`src/rtl/pipelined_binary_tree_adder.sv`:
```
// Pipelined binary-tree reducer: sums INPUTS_AMOUNT P-bit operands through log2 adder layers,
// with a valid/ready register stage after every PIPE_STRIDE layers. Signedness rides with each beat.
module pipelined_binary_tree_adder #(
  parameter int INPUTS_AMOUNT = 8,
  parameter int P             = 8,
  parameter int PIPE_STRIDE   = 1,
  parameter int OUT_W         = 32
) (
  input  logic             clk_i,
  input  logic             rst_ni,
  input  logic             clear_i,
  input  logic             in_valid_i,
  output logic             in_ready_o,
  input  logic [P-1:0]     inputs_i [INPUTS_AMOUNT],
  input  logic             signed_i,
  output logic             out_valid_o,
  input  logic             out_ready_i,
  output logic [OUT_W-1:0] out_o,
  output logic             out_signed_o
);
  localparam int N   = INPUTS_AMOUNT;
  localparam int L   = $clog2(N);
  localparam int FW  = P + L;
  localparam int STR = (PIPE_STRIDE == 0) ? 1 : PIPE_STRIDE;
  localparam int S   = (PIPE_STRIDE == 0 || L == 0) ? 0 : (L + STR - 1) / STR;
  localparam int SV  = (S == 0) ? 1 : S;

  if (N < 1 || (N & (N - 1)) != 0) begin : gen_bad_n
    $fatal(1, "INPUTS_AMOUNT must be a power of 2 and >= 1");
  end

  // Operands are widened to the full result width once; the tree cannot overflow FW bits,
  // so adding pre-extended values gives the same result as extending one bit per layer.
  function automatic logic [FW-1:0] ext_op(input logic [P-1:0] x, input logic s);
    return s ? FW'(signed'(x)) : FW'(x);
  endfunction

  function automatic logic [OUT_W-1:0] fit_out(input logic [FW-1:0] x, input logic s);
    return s ? OUT_W'(signed'(x)) : OUT_W'(x);
  endfunction

  logic [FW-1:0] lay [L+1][N];
  logic          sg  [L+1];
  logic [SV-1:0] v_q;
  logic [SV:0]   rdy;
  logic [SV-1:0] up_vld;
  logic [SV-1:0] ld_en;

  for (genvar i = 0; i < N; i++) begin : gen_ext
    assign lay[0][i] = ext_op(inputs_i[i], signed_i);
  end
  assign sg[0] = signed_i;

  for (genvar k = 0; k < L; k++) begin : gen_layer
    localparam int PAIRS = N >> (k + 1);
    localparam bit REG   = (S > 0) && (((k + 1) % STR == 0) || (k == L - 1));
    localparam int STG   = k / STR;

    for (genvar j = 0; j < N; j++) begin : gen_pair
      if (j < PAIRS) begin : gen_add
        logic [FW-1:0] sum_d;
        assign sum_d = lay[k][2*j] + lay[k][2*j+1];
        if (REG) begin : gen_q
          logic [FW-1:0] sum_q;
          // Stage boundary: data captured only when a valid beat loads
          always_ff @(posedge clk_i or negedge rst_ni) begin
            if (!rst_ni)          sum_q <= '0;
            else if (ld_en[STG])  sum_q <= sum_d;
          end
          assign lay[k+1][j] = sum_q;
        end else begin : gen_comb
          assign lay[k+1][j] = sum_d;
        end
      end else begin : gen_unused
        assign lay[k+1][j] = '0;
      end
    end

    if (REG) begin : gen_sg_q
      logic sg_q;
      always_ff @(posedge clk_i or negedge rst_ni) begin
        if (!rst_ni)          sg_q <= 1'b0;
        else if (ld_en[STG])  sg_q <= sg[k];
      end
      assign sg[k+1] = sg_q;
    end else begin : gen_sg_c
      assign sg[k+1] = sg[k];
    end
  end

  if (S > 0) begin : gen_ctrl
    // A stage may load whenever it is empty or its content moves on this cycle,
    // which lets bubbles collapse under downstream stall.
    always_comb begin
      rdy    = '0;
      rdy[S] = out_ready_i;
      for (int s = S - 1; s >= 0; s--) rdy[s] = ~v_q[s] | rdy[s+1];
    end

    always_comb begin
      up_vld    = '0;
      up_vld[0] = in_valid_i;
      for (int s = 1; s < S; s++) up_vld[s] = v_q[s-1];
    end

    assign ld_en = rdy[SV-1:0] & up_vld & {SV{~clear_i}};

    always_ff @(posedge clk_i or negedge rst_ni) begin
      if (!rst_ni) begin
        v_q <= '0;
      end else if (clear_i) begin
        v_q <= '0;
      end else begin
        for (int s = 0; s < S; s++) begin
          if (rdy[s]) v_q[s] <= up_vld[s];
        end
      end
    end

    assign in_ready_o  = rdy[0] & ~clear_i;
    assign out_valid_o = v_q[S-1];
  end else begin : gen_no_ctrl
    assign v_q         = '0;
    assign rdy         = '0;
    assign up_vld      = '0;
    assign ld_en       = '0;
    assign in_ready_o  = out_ready_i;
    assign out_valid_o = in_valid_i;
  end

  assign out_o        = fit_out(lay[L][0], sg[L]);
  assign out_signed_o = sg[L];
endmodule

```
`config.mk`:
```
export PLATFORM = sky130hd
export DESIGN_NAME = pipelined_binary_tree_adder
export DESIGN_NICKNAME = d
export VERILOG_FILES = /design/src/rtl/pipelined_binary_tree_adder.sv
export SDC_FILE = /design/constraint.sdc
export NUM_CORES = 1
export LEC_CHECK = 0
export ABC_AREA = 1
export BUFFER_PORTS_ARGS = -buffer_cell sky130_fd_sc_hd__buf_2
export CORE_MARGIN = 2
export CORE_UTILIZATION = 23
export CTS_CLUSTER_DIAMETER = 80
export DETAILED_ROUTE_END_ITERATION = 12
export GPL_ROUTABILITY_DRIVEN = 0
export HOLD_SLACK_MARGIN = 0.02
export PLACE_DENSITY_LB_ADDON = 0.1
export SYNTH_ARGS = -nofsm -noshare
export SYNTH_HDL_FRONTEND = slang
export SYNTH_SLANG_ARGS = --single-unit
```
`constraint.sdc`:
```
create_clock -name clk_i -period 2.25 [get_ports clk_i]
set_clock_uncertainty 0.2 [all_clocks]
set_input_delay 0.225 -clock clk_i [delete_from_list [all_inputs] [get_ports clk_i]]
set_output_delay 0.225 -clock clk_i [all_outputs]
set_load 0.02 [all_outputs]
```
**After elaboration in Yosys (flattened, before gate mapping)**

Cells that the tools add are included.

- Bits of input ports: 70
- Output and inout port bits: 35
- Flip-flop bits (word level): 83
- Logic and storage cells: 46

- Reduce and logical (&&, ||, !) cells: 3
- $add $sub $neg: 7
- Muxes and demuxes: 13
- Bitwise logic cells: 10

Operator list:

| kind | count |
|---|---|
| $mux 11 | 8 |
| $add 11x11->11 | 7 |
| $mux 32 | 1 |
| $and 3x3->3 | 2 |
| $reduce_bool 2->1 | 3 |
| $not 1->1 | 4 |
| $mux 1 | 3 |
| $mux 3 | 1 |
| $or 1x1->1 | 3 |
| $and 1x1->1 | 1 |

**Longest topological paths before layout**

- Depth after elaboration: 6
- Mapped depth: 11
- Mapped depth without buffers: 11

**Worst setup path before layout**

OpenSTA, ideal clock, no wires.

- Path type: register to register
- Start point: reg gen_layer[1].gen_pair[0].gen_add.gen_q.sum_q[0]
- End point: reg gen_layer[2].gen_pair[0].gen_add.gen_q.sum_q[8]
- Path buffers: 0
- Required time: 1.933 ns
- Stages on the path, launching flop included: 9
- Path slack: 0.452 ns
- Data arrival time: 1.481 ns
- Setup time: 0.117 ns
- Period minus slack after synthesis: 1.798 ns
- Cells stage by stage: dfrtp_1 ha_1 fa_1 nand3_1 nand3_1 nand2_1 nand3b_1 nand3_1 nand2_1

- Longest elaborated chain between the ends: 1

RTL lines:

| element | line | source |
|---|---|---|
| start, declared | 64 | `logic [FW-1:0] sum_q;` |
| start signal, assigned | 68 | `else if (ld_en[STG]) sum_q <= sum_d;` |
| $add 11x11->11 | 62 | `assign sum_d = lay[k][2*j] + lay[k][2*j+1];` |
| end signal, assigned | 68 |  |
| end, declared | 64 |  |

No other way between the ends.
A chain may end at the register's enable or synchronous reset.

**Worst setup path in the final report**

- Start point: in inputs_i[56] (netlist name)
- End point: reg gen_layer[0].gen_pair[0].gen_add.gen_q.sum_q[8]

- Longest elaborated chain between the ends: 2

RTL lines:

| element | line | source |
|---|---|---|
| start, declared | 14 | `input logic [P-1:0] inputs_i [INPUTS_AMOUNT],` |
| $mux 11 | 35 | `return s ? FW'(signed'(x)) : FW'(x);` |
| $add 11x11->11 | 62 |  |
| end signal, assigned | 68 |  |
| end, declared | 64 |  |

No other way between the ends.

==> Implementation_results.wiki <==
{| class="wikitable"
! Metric !! Value
|-
| Run status || complete, no violations
|-
| Minimum setup slack in the final design || approximately 0.18 ns
|-
| Utilization of the core after routing || 0.278
|-
| Sequential area share after synthesis || 0.316
|-
| Total power || roughly 7 mW
|-
| Number of global-route vias before repair || around 5.9k
|-
| Detailed router's first-iteration violation count || 275
|-
| Post-place setup slack || between 0.2 and 0.3 ns
|-
| Die width || 173 um
|-
| Final Hold Vio Count || 0
|-
| Summed instance area of the synthesized netlist || ~0.0066 mm2
|-
| Shortest period the worst path allows || between 2 and 2.5 ns
|-
| Filler cell count || around 3.2k
|-
| Count of TritonRoute iterations in the first routing pass || 4
|-
| Slew at the pin closest to its max-slew limit || about 0.47 ns
|-
| Depth of the CTS H-tree || 3
|-
| RSZ-0062 raised after global routing || no
|-
| Final number of max-transition violations || 0
|-
| Category of the critical setup timing path || input port to register
|-
| DRC viols || 0
|-
| CTS Root Buffer Type || clkbuf_16
|-
| Proportion of synthesized flip-flops having asynchronous set or reset || 1.00
|-
| Number of standard cells after synthesis || around 950
|-
| Area delta synth->final || 18.3%
|-
| Type of element launching the critical path || input port
|-
| Final #Nets || between 1k and 1.5k
|-
| Slew Limit Headroom || 0.684
|-
| Largest net degree at the start of global routing || between 40 and 50
|-
| Clk Latency, worst-skew pair || roughly 0.34 ns
|-
| Number of top-level design ports || ~110
|-
| Power per unit of standard cell area || between 800 and 900 mW/mm2
|-
| Total routing usage reported by global routing || 0.122
|-
| WL/cell || between 10 and 15 um
|-
| GRT Residual Overflow || 0
|-
| Highest clock frequency the design can meet || roughly 0.48 GHz
|-
| Top-area cell type share of the netlist area || 0.316
|-
| Number of buffers added by the clock tree synthesis step || 9
|-
| Peak supply drop || approximately 0.43 mV
|-
| Clock-pin slew of the registers on the worst-case setup and hold paths || about 0.06 ns
|-
| Post-synth EDFFs || 0
|-
| Starting utilization of the core area || 0.235
|-
| Max-cap violation count || 0
|-
| Wire length of the first global-routing pass || 30000 um
|-
| Placement Rows || just over 60
|-
| Wire length after detailed routing || 17500 um
|-
| Number of buffers between clock root and the deepest sink || 2
|-
| Top FF cell, synth || dfrtp_1
|-
| Leakage power total || 4.32 nW
|-
| Final non-filler cell area || slightly below 0.008 mm2
|-
| Worst-path maximum fanout || 3
|-
| Data arrival, critical path || 2.11 ns
|-
| Leading cell types by count after synthesis || nand2_1 (378), inv_1 (104), dfrtp_1 (83)
|-
| Number of post-CTS setup repair buffers || 0
|-
| Antenna violations before repair || 0
|-
| Clock tree from TritonCTS || yes
|-
| Largest cells by area after synthesis || dfrtp_1 (32%), nand2_1 (22%), ha_1 (13%)
|-
| Hold/Removal Path Class || input port to register
|-
| Vias after detailed routing || 5895
|-
| Post-place instance area || 0.00744 mm2
|-
| Most frequent cell after synthesis || nand2_1
|-
| Count of synthesis-stage warnings from yosys || 0
|-
| Data required, critical path || between 2 and 2.5 ns
|-
| Core box area || 0.0280 mm2
|-
| Full die area || ~0.03 mm2
|-
| Net count after synthesis || ~1.1k
|-
| Share of cells above drive strength 1 || 0.132
|-
| Number of distinct standard cells referenced by the synthesized netlist || 28
|-
| DP HPWL || 14300 um
|-
| Count of buffers inserted at the top-level ports || ~100
|-
| Remaining antenna violation count after routing || 0
|-
| Sinks on Clock Net || 83
|-
| Die boundary height || between 150 and 200 um
|-
| Ant diodes || 0
|-
| Setup TNS after final layout || 0 ns
|-
| Average footprint of a synthesized cell || roughly 7 um2
|-
| DR vias/cell || approximately 4.1
|-
| Post-synthesis sequential element count || 83
|-
| Type of element capturing the critical path || register
|-
| Resize count post-CTS || 0
|-
| Total setup violations reported at the end of the flow || 0
|-
| Library cell occupying the most area in the post-synthesis netlist || dfrtp_1
|-
| Share of the cycle needed by the critical path after routing || 0.920
|}
[registers in the layout, indices dropped and copies added, names as in the netlist]
name,cells
gen_layer.gen_pair.gen_add.gen_q.sum_q,77
v_q,3
gen_layer.gen_sg_q.sg_q,2
out_signed_o,1
[power by group]
| part | switching [mW] | total [mW] | leakage (nW) | internal, mW |
|---|---|---|---|---|
| sequential | 0.318 | 2.22 | 1.04 | 1.91 |
| clock | 0.616 | 1.51 | 0.141 | 0.892 |
| combinational | 1.91 | 3.11 | 3.15 | 1.20 |
| total | 2.85 | 6.85 | 4.32 | 4.00 |
[layer usage]
layer | vias to the layer above | track usage | routed length, um
li1 | 3200 | - | -
met1 | 2597 | 0.176 | 9400
met2 | 88 | 0.191 | 7420
met3 | 10 | 0.0154 | 435
met4 | 0 | 0.0328 | 194
met5 | - | 0 | 0
[cells by family (layout without fill, tap and decap cells)]
group / Yosys count / after routing / share of synthesized area
AOI/OAI and AO/OA: 84 / 84 / 0.0654
xor gates and xnor gates: 24 / 24 / 0.0320
adders and majority gates: 73 / 73 / 0.147
buffers and inverters: 143 / 247 / 0.0995
DFF: 83 / 83 / 0.316
and+or+nand+nor: 547 / 547 / 0.341
[worst max-delay path: stages]
cell           delay [ns]
dlygate4sd3_1        0.52
buf_2                0.10
ha_1                 0.21
inv_1                0.07
fa_1                 0.41
o21ai_2              0.20
nand2_1              0.12
nand2_1              0.07
nand2_1              0.05
nand3_1              0.08
nand2_1              0.05
[through the flow]
stage,instances,hold slack (ns)
after detailed placement,1415,-0.0786
after global placement,1415,-0.0748
after floorplan,954,-0.271
after global routing,1436,0.0467
final,1436,0.0272
after CTS,1436,0.0274
[final cells by class]
class | count | area (um2) | area share
clock buffers | 14 | 254 | 0.0326
clock inverters | 2 | 35.0 | 0.00450
inverters | 108 | 405 | 0.0521
multi-input cells | 728 | 3850 | 0.494
flip-flops and latches | 83 | 2080 | 0.267
well taps | 378 | 473 | 0.0608
repair buffers | 123 | 691 | 0.0887
[path summary, 6_finish.rpt]
check / startpoint / end / slack (ns) / depth (start not counted)
min in group asynchronous: rst_ni / gen_layer[2].gen_pair[0].gen_add.gen_q.sum_q[1]$_DFFE_PN0P_ / 0.10 / 2
worst max register to register: gen_layer[0].gen_pair[2].gen_add.gen_q.sum_q[0]$_DFFE_PN0P_ / gen_layer[1].gen_pair[1].gen_add.gen_q.sum_q[6]$_DFFE_PN0P_ / 0.29 / 11
max in group asynchronous: rst_ni / gen_layer[0].gen_pair[3].gen_add.gen_q.sum_q[1]$_DFFE_PN0P_ / 1.19 / 3
worst min register to register: gen_layer[2].gen_pair[0].gen_add.gen_q.sum_q[0]$_DFFE_PN0P_ / gen_layer[2].gen_pair[0].gen_add.gen_q.sum_q[0]$_DFFE_PN0P_ / 0.27 / 2
worst max-delay path: inputs_i[56] / gen_layer[0].gen_pair[0].gen_add.gen_q.sum_q[8]$_DFFE_PN0P_ / 0.18 / 11
worst min-delay path: inputs_i[48] / gen_layer[0].gen_pair[0].gen_add.gen_q.sum_q[0]$_DFFE_PN0P_ / 0.03 / 4
[layout by cell type, fill, tap and decap left out, drive strengths merged]
cell type,instances
o21ai,50
clkbuf,14
nand4,7
nor3,3
nand2,379
clkinv,1
dfrtp,83
fa,7
xnor2,18
nor2,71
xor2,6
ha,66
and2,3
inv,108
bufinv,1
a2bb2oi,1
nand3b,10
or2,3
a21oi,32
buf,118
dlygate4sd3,5
nand3,71
o21bai,1
[timing repair]
action | CTS | global route
hold buffers | 5 | 0
setup endpoints to repair | 0 | 1
hold endpoints to repair | 87 | 0
(Power assumes the default switching activity.)
